**config.mk**
```make
export PLATFORM = sky130hd
export DESIGN_NAME = logic_table_inverse
export DESIGN_NICKNAME = d
export VERILOG_FILES = /design/src/rtl/logic_table_pkg.sv /design/src/rtl/logic_table_lookup.sv /design/src/rtl/logic_table_inverse.sv
export SDC_FILE = /design/constraint.sdc
export NUM_CORES = 1
export LEC_CHECK = 0
export CORE_ASPECT_RATIO = 1.4
export CORE_MARGIN = 2
export CORE_UTILIZATION = 51
export DETAILED_ROUTE_END_ITERATION = 8
export PLACE_DENSITY = 0.88
export SLEW_MARGIN = 20
export SYNTH_ARGS = -nofsm -noshare
export SYNTH_HDL_FRONTEND = slang
export SYNTH_HIERARCHICAL = 1
export SYNTH_SLANG_ARGS = --single-unit
```
**constraint.sdc**
```tcl
create_clock -name clk -period 2.5 [get_ports clk]
set_input_delay 0.5 -clock clk [delete_from_list [all_inputs] [get_ports clk]]
set_output_delay 0.5 -clock clk [all_outputs]
set_load 0.02 [all_outputs]
```
**src/rtl/logic_table_pkg.sv**
```systemverilog
// Shared types and sizing constants for the logic-table forward/inverse blocks.
package logic_table_pkg;

  localparam int TABLE_ENTRIES = 16;
  localparam int IN_W          = 4;
  localparam int CODE_W        = 5;
  localparam int MAX_MATCHES   = 2;

  typedef enum logic [1:0] {
    IDLE = 2'd0,
    SCAN = 2'd1,
    RESP = 2'd2
  } state_e;

endpackage

```
**src/rtl/logic_table_lookup.sv**
```systemverilog
// Forward truth table: input combination {A,B,C,D} -> output code {V,W,X,Y,Z}.
module logic_table_lookup
  import logic_table_pkg::*;
(
  input  logic [IN_W-1:0]   index_i,
  output logic [CODE_W-1:0] code_o
);

  always_comb begin
    code_o = '0;
    case (index_i)
      4'd0:  code_o = 5'd20;
      4'd1:  code_o = 5'd19;
      4'd2:  code_o = 5'd19;
      4'd3:  code_o = 5'd18;
      4'd4:  code_o = 5'd18;
      4'd5:  code_o = 5'd17;
      4'd6:  code_o = 5'd17;
      4'd7:  code_o = 5'd16;
      4'd8:  code_o = 5'd16;
      4'd9:  code_o = 5'd15;
      4'd10: code_o = 5'd15;
      4'd11: code_o = 5'd14;
      4'd12: code_o = 5'd14;
      4'd13: code_o = 5'd13;
      4'd14: code_o = 5'd13;
      4'd15: code_o = 5'd12;
    endcase
  end

endmodule

```
**src/rtl/logic_table_inverse.sv**
```systemverilog
// Inverse of the forward table: scans all inputs once per request and reports
// how many inputs map to the requested code, plus the lowest and highest match.
module logic_table_inverse
  import logic_table_pkg::*;
#(
  parameter bit EARLY_EXIT = 1'b0
) (
  input  logic              clk,
  input  logic              rst_n,
  input  logic              req_valid,
  output logic              req_ready,
  input  logic [CODE_W-1:0] req_code,
  output logic              rsp_valid,
  input  logic              rsp_ready,
  output logic [1:0]        rsp_count,
  output logic [IN_W-1:0]   rsp_first,
  output logic [IN_W-1:0]   rsp_last,
  output logic              busy
);

  state_e            state_q;
  logic [CODE_W-1:0] code_q;
  logic [IN_W-1:0]   idx_q;
  logic [1:0]        count_q, count_d;
  logic [IN_W-1:0]   first_q, first_d;
  logic [IN_W-1:0]   last_q, last_d;
  logic              req_ready_q, rsp_valid_q, busy_q;

  logic [CODE_W-1:0] fwd_code;
  logic              hit, below, last_idx;

  logic_table_lookup u_lookup (
    .index_i (idx_q),
    .code_o  (fwd_code)
  );

  assign hit      = (fwd_code == code_q);
  assign below    = (fwd_code < code_q);
  assign last_idx = (idx_q == IN_W'(TABLE_ENTRIES - 1));

  // First match seeds both ends; later matches only move the upper end.
  always_comb begin
    count_d = count_q;
    first_d = first_q;
    last_d  = last_q;
    if (hit) begin
      if (count_q == 2'd0) begin
        first_d = idx_q;
      end
      last_d = idx_q;
      if (count_q != 2'(MAX_MATCHES)) begin
        count_d = count_q + 2'd1;
      end
    end
  end

  always_ff @(posedge clk or negedge rst_n) begin
    if (!rst_n) begin
      state_q     <= IDLE;
      code_q      <= '0;
      idx_q       <= '0;
      count_q     <= '0;
      first_q     <= '0;
      last_q      <= '0;
      req_ready_q <= 1'b1;
      rsp_valid_q <= 1'b0;
      busy_q      <= 1'b0;
    end else begin
      case (state_q)
        IDLE: begin
          if (req_valid && req_ready_q) begin
            code_q      <= req_code;
            idx_q       <= '0;
            count_q     <= '0;
            first_q     <= '0;
            last_q      <= '0;
            state_q     <= SCAN;
            req_ready_q <= 1'b0;
            busy_q      <= 1'b1;
          end
        end
        SCAN: begin
          count_q <= count_d;
          first_q <= first_d;
          last_q  <= last_d;
          idx_q   <= idx_q + 1'b1;
          // Table is non-increasing, so once it drops below the target no later entry can match.
          if (last_idx || (EARLY_EXIT && below)) begin
            state_q     <= RESP;
            busy_q      <= 1'b0;
            rsp_valid_q <= 1'b1;
          end
        end
        RESP: begin
          if (rsp_ready) begin
            state_q     <= IDLE;
            rsp_valid_q <= 1'b0;
            req_ready_q <= 1'b1;
          end
        end
        default: begin
          state_q     <= IDLE;
          req_ready_q <= 1'b1;
          rsp_valid_q <= 1'b0;
          busy_q      <= 1'b0;
        end
      endcase
    end
  end

  assign req_ready = req_ready_q;
  assign rsp_valid = rsp_valid_q;
  assign busy      = busy_q;
  assign rsp_count = count_q;
  assign rsp_first = first_q;
  assign rsp_last  = last_q;

endmodule

```
==> Word level (Yosys, flattened, before mapping) <==
Memories as Yosys holds them, arrays and structs flattened.
Index checks and enable logic that the tools add are counted.
{ "totals": {"ff_bits": 24, "romBits": 80, "out_inout_bits": 13, "elab_cells": 63, "n_memories": 1} }
{ "op_classes": {"n_addsub": 2, "n_eq_ne": 11, "muxes": 24, "bitwise": 3, "n_reduce_logical": 13} }
{ "memory_table": {"columns": ["name", "depth", "word_bits", "rd", "rd_ports_with_merged_regs", "wr", "line_no", "source"], "rows": [
  ["(name not given)", 16, 5, 1, 0, 0, "logic_table_lookup.sv:11", "case (index_i)"]
]} }
{ "op_table": {"columns": ["op", "n"], "rows": [
  ["4-bit case mux with 2 select lines", 3],
  ["4-bit 2-to-1 mux", 4],
  ["3-bit AND reduction", 5],
  ["2-bit != test (second input constant)", 7],
  ["2-bit 2-to-1 mux", 6],
  ["1-bit case mux with 3 select lines", 3],
  ["4-bit AND reduction", 2],
  ["1-bit 2-to-1 mux", 6],
  ["2-bit case mux with 3 select lines", 1],
  ["5-bit == test", 1],
  ["4-bit by 1-bit adder with 4-bit output (second input constant)", 1],
  ["4-bit == test (second input constant)", 1],
  ["2-bit zero test", 2],
  ["2-bit case mux with 2 select lines", 1],
  ["2-bit AND reduction", 2],
  ["1-bit inverter", 3],
  ["2-bit by 1-bit adder with 2-bit output (second input constant)", 1],
  ["2-bit by 1-bit == test with 1-bit output (second input constant)", 1],
  ["2-bit == test (second input constant)", 1],
  ["2-bit nonzero test", 1],
  ["1-bit logical AND", 1]
]} }

==> Depth between registers and ports, before layout <==
{ "logic_depth": {"ltp_word": 4, "mapped_depth": 8, "ltp_nobuf": 8} }

==> By module <==
Netlist, hierarchy kept.
{ "by_module_without_submodules": {"columns": ["mod", "n_inst", "cells_each", "area_each_um2"], "rows": [
  ["logic_table_inverse", 1, 98, 1182.4],
  ["logic_table_lookup", 1, 12, 77.6]
]} }

==> Worst setup path after synthesis <==
No wires, ideal clock.
{ "synth_path": {"path_kind": "register to register", "start": "register idx_q[0]", "end": "register last_q[0], in the netlist rsp_last[0]", "arrival_time_ns": 1.921, "required_time_ns": 2.375, "path_slack_ns": 0.454, "stages_incl_launch_ff": 9, "n_path_buf": 0, "synth_period_minus_slack_ns": 2.046, "cell_sequence": "dfrtp_1 -> inv_1 -> ha_1 -> nor2b_1 -> nor2b_1 -> xnor2_2 -> nand3_2 -> nor3_4 -> mux2_2"} }
{ "synth_between": {"elab_chain_cells": 4} }
{ "synth_rtl": {"columns": ["item", "line_no", "source"], "rows": [
  ["from (decl)", "logic_table_inverse.sv:23", "logic [IN_W-1:0] idx_q;"],
  ["from (signal assigned)", "logic_table_inverse.sv:86", "idx_q <= idx_q + 1'b1;"],
  ["memory 16 x 5 bit", null, null],
  ["net fwd_code[3]", "logic_table_inverse.sv:29", "logic [CODE_W-1:0] fwd_code;"],
  ["5-bit == test", "logic_table_inverse.sv:37", "assign hit = (fwd_code == code_q);"],
  ["2-bit != test (no source line)", null, null],
  ["3-bit AND reduction (no source line)", null, null],
  ["to (signal assigned)", "logic_table_inverse.sv:85", "last_q <= last_d;"],
  ["to (decl)", "logic_table_inverse.sv:26", "logic [IN_W-1:0] last_q, last_d;"]
]} }
The timed path passes the listed nets, and every way through them passes these cells. The select of a mux whose other input is x is not followed.
A chain may end at the register's enable or synchronous reset.

==> Worst setup path after layout <==
{ "layout_path": {"start": "register idx_q[0]", "end": "register last_q[1], in the netlist rsp_last[1]"} }
The elaborated chain is that of the path after synthesis.

==> impl_metrics.csv <==
group,metric,value,unit
sta,setup_tns,0,ps
synth,synth_adder_area_share,4.97,%
cells_and_area,drive_gt1_share,16.5,%
cts,clockRootBuffer,"clkbuf_4",
floorplan,fp-row-count,21,
sta,max_freq,433,MHz
sta,finalCriticalPeriod,2310,ps
route,vias_per_cell,5.81,
synth,synth_top_family_by_area,"simple AND/OR/NAND/NOR gates",
floorplan,start_util,53.3,%
cts,ctsHoldBuffers,0,
critical_path,worstPathArrival,2530,ps
cts,cts_tree,"done",
route,antenna_left,0,
run_status,outcome,"finished clean",
grt,grt_pass1_vias,909,
cts,cts_resized,0,
critical_path,end_kind,"flip-flop",
critical_path,cp_max_fo,10,
route,num_vias,906,
sta,worst_pin_slew,486,ps
power_and_ir_drop,leakage,0.683,nW
grt,grt_overflow,0,
cells_and_area,antenna_cells,0,
place,hpwl,1790,um
grt,grt_max_degree,15,
floorplan,fp.coreArea,2360,um^2
sta,relSlewSlack,67.5,%
place,gp_congestion,0.829,
sta,finalHoldViolCount,0,
cts,post_cts_buffers,0,
cells_and_area,layout_common_cells,"23 x dfrtp_1, 21 x clkdlybuf4s50_1, 9 x nand2_1, 9 x mux2_2",
route,met2WireLength,1220,um
cts,clkSlewWorstSetupHoldPaths,130,ps
critical_path,r2r_cells,8,
sta,drv_slew,0,
route,top_layer_used,"met4",
synth,syn_inst,110,
synth,ys_ff_latch,24,
sta,rsz0062_at_grt,"false",
critical_path,worstSetupStartpointType,"flip-flop",
grt,grt.total_usage,19.0,%
floorplan,io_pins,22,
grt,antenna_found_initial,0,
synth,synthesis.nets,124,
cts,clock_sinks,24,
floorplan,die-area,2890,um^2
job,cap_violations,0,
route,routedWlPerCell,14.8,um
route,drc,0,
critical_path,path_class,"flip-flop to flip-flop",
synth,synth.area.mux_share,8.84,%
route,dr.pass1.iters,4,
synth,synth-compound-area-share,11.7,%
route,wl,2310,um
power_and_ir_drop,vdd_drop_max,0.784,mV
route,met1_length,955,um
sta,skew,3.56,ps
cts,cts_htree_levels,1,
cells_and_area,synthToLayoutAreaGrowth,21.9,%
grt,grt_pass1_wl,4020,um
synth,syn-cell-area,1260,um^2
synth,synthSimpleGateAreaFrac,15.3,%
cells_and_area,nFillCells,194,
worst_hold_path,hold_class,"primary input to async pin",
synth,synth_xor_area_share,6.65,%
place,io_buffers,21,
floorplan,die_w,46.0,um
route,met3_length,84,um
sta,setup-violations-final,0,
cts,clkLatencyLatePin,320,ps
cells_and_area,final_common_cell,"dfrtp_1",
power_and_ir_drop,power_density,1210,nW/um^2
synth,yosysWarnings,6,
cts,clockBufferDepth,2,
cells_and_area,postLayoutCoreUtil,65.0,%
sta,fin_crit_sh,92.4,%
critical_path,required,2720,ps
route,drt_iter0_markers,29,
floorplan,fp.dieH,62.8,um
cts,cts_made_buffers,3,
synth,ys_seq_area_share,47.8,%
power_and_ir_drop,finalPower,1.86,mW
cells_and_area,nets,148,
synth,syn_avg_cell_area,11.5,um^2
synth,yosysUniqueCellTypes,35,
==> report_power, final <==
part,switching (mW),internal (mW)
clock,0.121,0.162
combinational,0.432,0.444
sequential,0.168,0.530
total,0.721,1.14
==> per-layer routing <==
layer / up-vias / global-route usage, %
met5: - / 0
met4: 0 / 11.4
met3: 4 / 3.76
met2: 23 / 29.5
met1: 450 / 23.3
li1: 429 / -
==> layout make-up <==
type	count	area, um^2	share of cell area [%]
multi-input cells	74	598	38.9
clock buffers	3	22.5	1.47
clock inverters	1	30.0	1.95
flip-flops and latches	24	602	39.2
repair buffers	23	225	14.7
well taps	23	28.8	1.87
inverters	8	30.0	1.95
==> synthesized netlist by cell type <==
cell type | n | share of area, %
nand4_1 | 2 | 0.99
a221o_1 | 2 | 1.6
a22o_1 | 1 | 0.70
buf_6 | 1 | 0.89
nand2b_1 | 1 | 0.50
o32ai_1 | 1 | 0.70
inv_1 | 8 | 2.4
ha_1 | 5 | 5.0
dfrtp_1 | 23 | 46
mux2_2 | 9 | 8.0
o21bai_1 | 1 | 0.60
a31oi_1 | 1 | 0.50
nor2_1 | 5 | 1.5
a21oi_1 | 3 | 1.2
nand3_2 | 1 | 0.79
or2_0 | 1 | 0.50
xnor2_2 | 3 | 3.9
o22a_1 | 1 | 0.70
buf_4 | 2 | 1.2
o21ai_0 | 3 | 1.2
clkbuf_1 | 1 | 0.30
nand2_4 | 1 | 0.89
nor2b_1 | 8 | 4.0
o31ai_1 | 1 | 0.60
xor2_1 | 1 | 0.70
nor3_4 | 1 | 1.3
nor3_1 | 1 | 0.40
xnor2_1 | 3 | 2.1
nand4b_1 | 1 | 0.70
dfstp_2 | 1 | 2.1
mux2i_1 | 1 | 0.79
a32o_1 | 5 | 4.0
nand3b_1 | 1 | 0.60
and3_1 | 1 | 0.50
nand2_1 | 9 | 2.7
==> logic make-up (layout without fill, tap and decap cells) <==
group,count (synthesis),after routing
compound gates,19,19
xor+xnor,7,7
fa+ha+maj,5,5
buf+inv,12,35
flops,24,24
mux,10,10
simple gates,33,33
==> critical path: stages, from the launching register on <==
cell	delay [ps]
dfrtp_1	470
inv_1	90
ha_1	200
nor2b_1	150
nor2b_1	210
xnor2_2	170
nand3_2	110
nor3_4	400
mux2_2	400
==> sequential cells by signal, indices dropped and copies added, names as in the netlist <==
| signal | count |
|---|---|
| busy | 1 |
| code_q | 5 |
| idx_q | 4 |
| req_ready | 1 |
| rsp_count | 2 |
| rsp_first | 4 |
| rsp_last | 4 |
| rsp_valid | 1 |
| state_q | 2 |
==> path summary, 6_finish.rpt <==
kind	slack, ps	startpoint	to
worst max-delay path	190	idx_q[0]$_DFFE_PN0P_	rsp_last[1]$_DFFE_PN0P_
max in group asynchronous	1450	rst_n	rsp_last[1]$_DFFE_PN0P_
worst min-delay path	490	rst_n	code_q[2]$_DFFE_PN0P_
worst min register to register	510	rsp_first[1]$_DFFE_PN0P_	rsp_first[1]$_DFFE_PN0P_
worst max register to register	190	idx_q[0]$_DFFE_PN0P_	rsp_last[1]$_DFFE_PN0P_
min in group clk	510	rsp_first[1]$_DFFE_PN0P_	rsp_first[1]$_DFFE_PN0P_
==> metrics by stage <==
stage	worst slack (ps)	hold WS, ps	cells	cell area [um^2]
CTS	173	488	156	1540
global placement	342	479	152	1480
finish	190	487	156	1540
detailed placement	212	481	152	1480
global route	4.12	514	156	1540
floorplan	454	204	110	1260
No activity file was read; power rests on OpenSTA's default activity.
